--- src/rtl/button_conditioner.sv ---
// Front-end conditioner for the combination-lock FSM: synchronises and debounces the zero/one
// buttons and the security switch, emits one-cycle press pulses, and flags two-button
// collisions so an ambiguous press never reaches the lock as a digit.
module button_conditioner #(
  parameter int unsigned DBNC_CYCLES = 4,
  parameter int unsigned CNTW        = $clog2(DBNC_CYCLES + 1)
) (
  input  logic clk,
  input  logic rstn,
  input  logic zraw,
  input  logic oraw,
  input  logic secr,
  input  logic enbl,
  output logic zbut,
  output logic obut,
  output logic seci,
  output logic coll
);

  // Channel order in the packed vectors: bit 0 = zero, bit 1 = one, bit 2 = security.
  localparam int NumCh = 3;
  localparam logic [CNTW-1:0] CntMax = CNTW'(DBNC_CYCLES - 1);

  logic [NumCh-1:0] raw;
  logic [NumCh-1:0] s1_q, s2_q;
  logic [NumCh-1:0] st_q, st_d;
  logic [CNTW-1:0]  cnt_q [NumCh];
  logic [CNTW-1:0]  cnt_d [NumCh];
  // Previous stable value, only needed on the two push-buttons for rise detection.
  logic [1:0]       prev_q;
  logic             zr, orr;
  logic             zbut_d, obut_d, coll_d;
  logic             zbut_q, obut_q, coll_q;

  assign raw = {secr, oraw, zraw};

  // Debounce: the stable bit flips only after DBNC_CYCLES consecutive synchronised mismatches;
  // any agreement clears the count, so glitches restart the run.
  always_comb begin
    for (int ch = 0; ch < NumCh; ch++) begin
      st_d[ch]  = st_q[ch];
      cnt_d[ch] = '0;
      if (s2_q[ch] != st_q[ch]) begin
        if (cnt_q[ch] == CntMax) begin
          st_d[ch] = ~st_q[ch];
        end else begin
          cnt_d[ch] = cnt_q[ch] + CNTW'(1);
        end
      end
    end
  end

  assign zr  = st_q[0] & ~prev_q[0];
  assign orr = st_q[1] & ~prev_q[1];

  // Press arbitration: a rise while the other button is rising or already held is a collision.
  always_comb begin
    zbut_d = 1'b0;
    obut_d = 1'b0;
    coll_d = 1'b0;
    if (enbl) begin
      if ((zr && orr) || (zr && st_q[1]) || (orr && st_q[0])) begin
        coll_d = 1'b1;
      end else begin
        zbut_d = zr;
        obut_d = orr;
      end
    end
  end

  // State update with synchronous active-low reset; in-progress debounce counts are discarded.
  always_ff @(posedge clk) begin
    if (!rstn) begin
      s1_q   <= '0;
      s2_q   <= '0;
      st_q   <= '0;
      cnt_q  <= '{default: '0};
      prev_q <= '0;
      zbut_q <= 1'b0;
      obut_q <= 1'b0;
      coll_q <= 1'b0;
    end else begin
      s1_q   <= raw;
      s2_q   <= s1_q;
      st_q   <= st_d;
      cnt_q  <= cnt_d;
      prev_q <= st_q[1:0];
      zbut_q <= zbut_d;
      obut_q <= obut_d;
      coll_q <= coll_d;
    end
  end

  assign zbut = zbut_q;
  assign obut = obut_q;
  assign coll = coll_q;
  assign seci = st_q[2];

endmodule
--- config.mk ---
export PLATFORM = sky130hd
export DESIGN_NAME = button_conditioner
export DESIGN_NICKNAME = d
export VERILOG_FILES = /design/src/rtl/button_conditioner.sv
export SDC_FILE = /design/constraint.sdc
export NUM_CORES = 1
export LEC_CHECK = 0
export BUFFER_PORTS_ARGS = -buffer_cell sky130_fd_sc_hd__buf_2
export CAP_MARGIN = 30
export CORE_MARGIN = 2
export CORE_UTILIZATION = 57
export DETAILED_ROUTE_END_ITERATION = 12
export GPL_TIMING_DRIVEN = 0
export PLACE_DENSITY = 0.76
export SLEW_MARGIN = 5
export SYNTH_ARGS = -nofsm -noshare
export SYNTH_HDL_FRONTEND = slang
export SYNTH_SLANG_ARGS = --single-unit
--- constraint.sdc ---
create_clock -name clk -period 2.6 [get_ports clk]
set_input_delay 0 -clock clk [delete_from_list [all_inputs] [get_ports clk]]
set_output_delay 0 -clock clk [all_outputs]
set_load 0.02 [all_outputs]
==> flow_metrics.env, run 1 <==
export IMPL_status="complete, no violations"
export IMPL_drc_errors=0
export IMPL_setup_worst_path_class="reg2reg"
export IMPL_core_area_mm2=0.00130
export IMPL_hold_violations=0
export IMPL_period_needed_ns=1.17
export IMPL_hp_class="reg2reg"
export IMPL_drive_above_1_share=0.181
export IMPL_path_clk_slew_ns=0.11
export IMPL_rsz0062_at_grt="false"
export IMPL_die_w_um=41.4
export IMPL_slew_viol_final=0
export IMPL_grt_max_degree=13
export IMPL_start_util=0.613
export IMPL_final_cell_area_um2=938
export IMPL_wl_per_cell_um=9.78
export IMPL_cts_buffers=3
export IMPL_setup_viol=0
export IMPL_max_cap_violations=0
export IMPL_startpoint_type="flop"
export IMPL_grt_antenna_before_repair=0
export IMPL_finClkSkew_ns=0.000610
export IMPL_fin_crit_sh=0.449
export IMPL_htreeDepth=1
export IMPL_wl_met3_um=25
export IMPL_port_buffers=9
export IMPL_cp_arrival_ns=1.37
export IMPL_numClockSinks=23
export IMPL_worstMarginPinSlew_ns=0.311
export IMPL_postPlaceCellArea_um2=862
export IMPL_synth_area_um2=798
export IMPL_route_met2_wl_um=389
export IMPL_power_density_mw_per_mm2=569
export IMPL_synthesis_nets=77
export IMPL_hold_buffers=5
export IMPL_ios=10
export IMPL_grt_usage=0.120
export IMPL_antenna_left=0
export IMPL_syn_instance_count=65
export IMPL_dp_hpwl_um=687
export IMPL_via_per_inst=4.77
export IMPL_synth_seq_area_share=0.577
export IMPL_vdd_drop_max_uv=532
export IMPL_p_leak_nw=0.377
export IMPL_cp_required_ns=2.80
export IMPL_cts_root_buf="clkbuf_4"
export IMPL_clock_latency_ns=0.29
export IMPL_ys_types=14
export IMPL_drt_pass1_iter_count=2
export IMPL_synth_warning_count=0
export IMPL_grt_pass1_wl_um=1600
export IMPL_n_fill_cell=94
export IMPL_die_h_um=41.4
export IMPL_synth_top_area_frac=0.577
export IMPL_rows=13
export IMPL_avgSynthCellArea_um2=12.3
export IMPL_area_growth_pct=17.6
export IMPL_grt_pass1_vias=392
export IMPL_relSlewSlack=0.793
export IMPL_cts_setup_buffers=0
export IMPL_clock_path_buffers=2
export IMPL_drt_iter0_markers=5
export IMPL_diodes=0
export IMPL_top_layer_used="met4"
export IMPL_num_vias=467
export IMPL_fmax_mhz=857
export IMPL_synth_largest_area_cell="dfxtp_1"
export IMPL_die_area_mm2=0.00172
export IMPL_synth_seq_cells=23
export IMPL_cts_repair_resized=0
export IMPL_wl_met1_um=520
export IMPL_hold_worst_slack_ns=0.422
export IMPL_wl_um=958
export IMPL_gp_congestion=0.670
export IMPL_fin_nets=96
export IMPL_cts_tree="built"
export IMPL_grt_ovfl_total=0
export IMPL_synthTopCellsByArea="dfxtp_1 58%, ha_1 9.4%, nor4b_1 8.8%"
export IMPL_end_kind="flop"
export IMPL_setup_tns_ns=0
export IMPL_worstPathMaxFanout=2
-- state kept, by name, indices dropped and copies added, names as in the netlist --
name / cells
s2_q: 3
cnt_q: 9
s1_q: 3
coll: 1
prev_q: 2
obut: 1
zbut: 1
st_q: 3
-- cell usage after synthesis --
library cell,n
a211oi_1,1
and2_1,6
and2_2,1
and4bb_2,2
clkbuf_1,2
dfxtp_1,23
ha_1,6
inv_1,4
mux2i_1,3
nand2_1,2
nor2b_1,3
nor4b_1,8
nor4bb_1,1
xnor2_1,3
-- through the flow --
| step | setup slack [ns] | total power, mW | util | std cells |
|---|---|---|---|---|
| global route | 1.35 | 0.558 | 0.721 | 98 |
| finish | 1.43 | 0.534 | 0.721 | 98 |
| floorplan | 1.52 | 0.379 | - | 65 |
| detailed placement | 1.45 | 0.385 | 0.663 | 89 |
| CTS | 1.42 | 0.543 | 0.721 | 98 |
| global placement | 1.49 | 0.385 | 0.663 | 89 |
-- worst max-delay path: stages (launching register included) --
cell,delay [ns]
dfxtp_1,0.33
ha_1,0.19
ha_1,0.26
nor4b_1,0.29
-- cell type report --
cell class | instances | area [µm²] | area share
sequential | 23 | 460 | 0.491
multi-input combinational | 36 | 315 | 0.336
tap | 15 | 18.8 | 0.0200
buffer | 2 | 7.51 | 0.00800
inverter | 4 | 15.0 | 0.0160
clock buffer | 4 | 26.3 | 0.0280
timing repair buffer | 14 | 95.1 | 0.101
-- placed cells by master, fill, tap and decap left out --
cell,netlist,layout
mux2i_1,3,3
clkbuf_4,0,3
dlygate4sd3_1,0,5
and2_1,6,6
nor4bb_1,1,1
inv_1,4,4
and2_2,1,1
nor2b_1,3,3
and4bb_2,2,2
clkbuf_1,2,3
dfxtp_1,23,23
a211oi_1,1,1
ha_1,6,6
nor4b_1,8,8
xnor2_1,3,3
buf_2,0,9
nand2_1,2,2
-- power by group --
group          internal [mW]  leakage [nW]  switching, mW  total, mW
Combinational         0.0149         0.175        0.00785     0.0228
Sequential             0.358         0.187        0.00222      0.360
Clock                 0.0596        0.0150         0.0917      0.151
-- metal layers --
metal  track usage  vias to the layer above
li1              -                      261
met1         0.163                      199
met2         0.169                        5
met3        0.0261                        2
met4        0.0774                        0
met5             0                        -
-- cell families (layout without fill, tap and decap cells) --
logic type / count (synthesis) / in the layout / share of synthesized area
flops: 23 / 23 / 0.577
simple gates: 23 / 23 / 0.221
fa+ha+maj: 6 / 6 / 0.0940
buf+inv: 6 / 24 / 0.0282
xor+xnor: 3 / 3 / 0.0329
mux: 3 / 3 / 0.0376
compound gates: 1 / 1 / 0.00941
-- worst paths after layout --
check,startpoint,endpoint,slack [ns],cells past startpoint
worst max-delay path,cnt_q[0],cnt_q[2],1.43,3
worst min-delay path,prev_q[1],obut,0.42,1
worst max register to register,cnt_q[0],cnt_q[2],1.43,3
worst min register to register,prev_q[1],obut,0.42,1
No activity file was read; power rests on OpenSTA's default activity.
==> inputs of run 2 (changes only) <==
--- a/config.mk
+++ b/config.mk
@@ -8,10 +8,10 @@
 export BUFFER_PORTS_ARGS = -buffer_cell sky130_fd_sc_hd__buf_2
 export CAP_MARGIN = 30
 export CORE_MARGIN = 2
-export CORE_UTILIZATION = 57
+export CORE_UTILIZATION = 53
 export DETAILED_ROUTE_END_ITERATION = 12
 export GPL_TIMING_DRIVEN = 0
-export PLACE_DENSITY = 0.76
+export PLACE_DENSITY = 0.71
 export SLEW_MARGIN = 5
 export SYNTH_ARGS = -nofsm -noshare
 export SYNTH_HDL_FRONTEND = slang
==> constraint.sdc (replaced) <==
create_clock -name clk -period 1.1 [get_ports clk]
set_input_delay 0 -clock clk [delete_from_list [all_inputs] [get_ports clk]]
set_output_delay 0 -clock clk [all_outputs]
set_load 0.02 [all_outputs]
==> flow_metrics.env, run 2 (same netlist as run 1, synthesis figures left out) <==
export IMPL_htreeDepth=1
export IMPL_cp_required_ns=1.32
export IMPL_numClockSinks=23
export IMPL_cp_arrival_ns=1.30
export IMPL_drc_errors=0
export IMPL_wl_um=1180
export IMPL_grt_ovfl_total=0
export IMPL_r2r_setup_slack_ns=0.02
export IMPL_relSlewSlack=0.640
export IMPL_finClkSkew_ns=0.00599
export IMPL_utilization=0.739
export IMPL_grt_usage=0.134
export IMPL_holdPathStages=1
export IMPL_die_w_um=42.8
export IMPL_hold_path_end="cnt_q[6]"
export IMPL_grt_antenna_before_repair=0
export IMPL_area_growth_pct=34.6
export IMPL_power_density_mw_per_mm2=1210
export IMPL_setup_viol=0
export IMPL_dp_hpwl_um=786
export IMPL_final_cell_mix="20 x dfxtp_1, 9 x buf_2, 6 x and2_1"
export IMPL_fin_crit_sh=0.985
export IMPL_diodes=0
export IMPL_grt_max_degree=13
export IMPL_route_met2_wl_um=557
export IMPL_multiInputGateArea_um2=430
export IMPL_status="complete, no violations"
export IMPL_rsz0062_at_grt="true"
export IMPL_drt_iter0_markers=3
export IMPL_fmax_mhz=923
export IMPL_end_kind="flop"
export IMPL_top_register="cnt_q"
export IMPL_hp_class="reg2reg"
export IMPL_setup_worst_path_class="reg2reg"
export IMPL_hp_start="cnt_q[6]"
export IMPL_wl_per_cell_um=11.7
export IMPL_antenna_left=0
export IMPL_port_buffers=9
export IMPL_start_util=0.549
export IMPL_rows=14
export IMPL_core_area_mm2=0.00145
export IMPL_worstPathMaxFanout=2
export IMPL_drt_pass1_iter_count=3
export IMPL_die_area_mm2=0.00183
export IMPL_die_h_um=42.8
export IMPL_fin_nets=98
export IMPL_rr_endpoint="cnt_q[8]"
export IMPL_clock_path_buffers=2
export IMPL_crit_family="adder cells"
export IMPL_cts_buffers=3
export IMPL_cts_root_buf="clkbuf_4"
export IMPL_startpoint_type="flop"
export IMPL_crit_path_top_delay_cell="dfxtp_2"
export IMPL_path_clk_slew_ns=0.12
export IMPL_slowest_delay_ns=0.34
export IMPL_period_needed_ns=1.08
export IMPL_largest_reg_flops=9
export IMPL_via_per_inst=4.91
export IMPL_gp_congestion=0.633
export IMPL_drive_above_1_share=0.388
export IMPL_wl_met1_um=593
export IMPL_ios=10
export IMPL_startpoint="cnt_q[6]"
export IMPL_hold_worst_slack_ns=0.415
export IMPL_slew_viol_final=0
export IMPL_final_common_cell="dfxtp_1"
export IMPL_finalPower_mw=1.30
export IMPL_max_cap_violations=0
export IMPL_grt_pass1_vias=429
export IMPL_n_fill_cell=102
export IMPL_p_leak_nw=0.403
export IMPL_clock_latency_ns=0.30
export IMPL_register_area_um2=464
export IMPL_ff2ff_path_depth=3
export IMPL_wl_met3_um=29
export IMPL_cp_num_buf_inv=0
export IMPL_vdd_drop_max_uv=898
export IMPL_hold_violations=0
export IMPL_worstMarginPinSlew_ns=0.536
export IMPL_num_vias=496
export IMPL_top_layer_used="met3"
export IMPL_cp_cell_sequence="ha_2, ha_4, nor4b_2"
export IMPL_cts_tree="built"
export IMPL_worstReg2RegStart="cnt_q[6]"
export IMPL_grt_pass1_wl_um=1860
[run 2: metrics by stage]
step           cell area (µm²)  setup TNS [ns]  std cells  worst slack [ns]
2_1_floorplan              798               0         65            0.0217
3_3_place_gp               863         -0.0272         90           -0.0211
3_5_place_dp               863          -0.167         90           -0.0657
4_1_cts                   1000               0         99            0.0137
5_1_grt                   1070         -0.0306        101           -0.0239
6_report                  1070               0        101            0.0168
[run 2: repair_timing]
| item | in CTS | in global routing |
|---|---|---|
| buffers inserted | 0 | 2 |
| hold endpoints to repair | 7 | 0 |
| endpoints found under the setup margin | 8 | 8 |
| pin swaps | 3 | 2 |
| hold buffers | 5 | 0 |
| gates resized for setup | 13 | 9 |
[run 2: how the worst max path moves through the flow]
| stage | to | cells past startpoint |
|---|---|---|
| after floorplan | cnt_q[5] | 3 |
| after global routing | cnt_q[8] | 3 |
| final | cnt_q[8] | 3 |
| after CTS | cnt_q[5] | 3 |
| after detailed placement | cnt_q[2] | 3 |
| after global placement | cnt_q[2] | 3 |
[run 2: area by class of cell]
cell class,count,share of cell area
tap,16,0.0186
clock buffer,4,0.0244
buffer,2,0.00815
inverter,4,0.0140
timing repair buffer,16,0.102
multi-input combinational,36,0.400
sequential,23,0.432
[run 2: worst register-to-register path, stage by stage, from the launching register on]
cell	delay (ns)
dfxtp_2	0.34
ha_2	0.19
ha_4	0.23
nor4b_2	0.24
[run 2: layer usage]
metal | track usage | vias up
li1 | - | 267
met1 | 0.177 | 223
met2 | 0.212 | 6
met3 | 0.0255 | 0
met4 | 0.0563 | 0
met5 | 0 | -
[run 2: where the power goes]
group / switching (mW) / internal [mW]
Combinational: 0.0234 / 0.0443
Sequential: 0.00672 / 0.847
Clock: 0.233 / 0.141
Total: 0.263 / 1.03
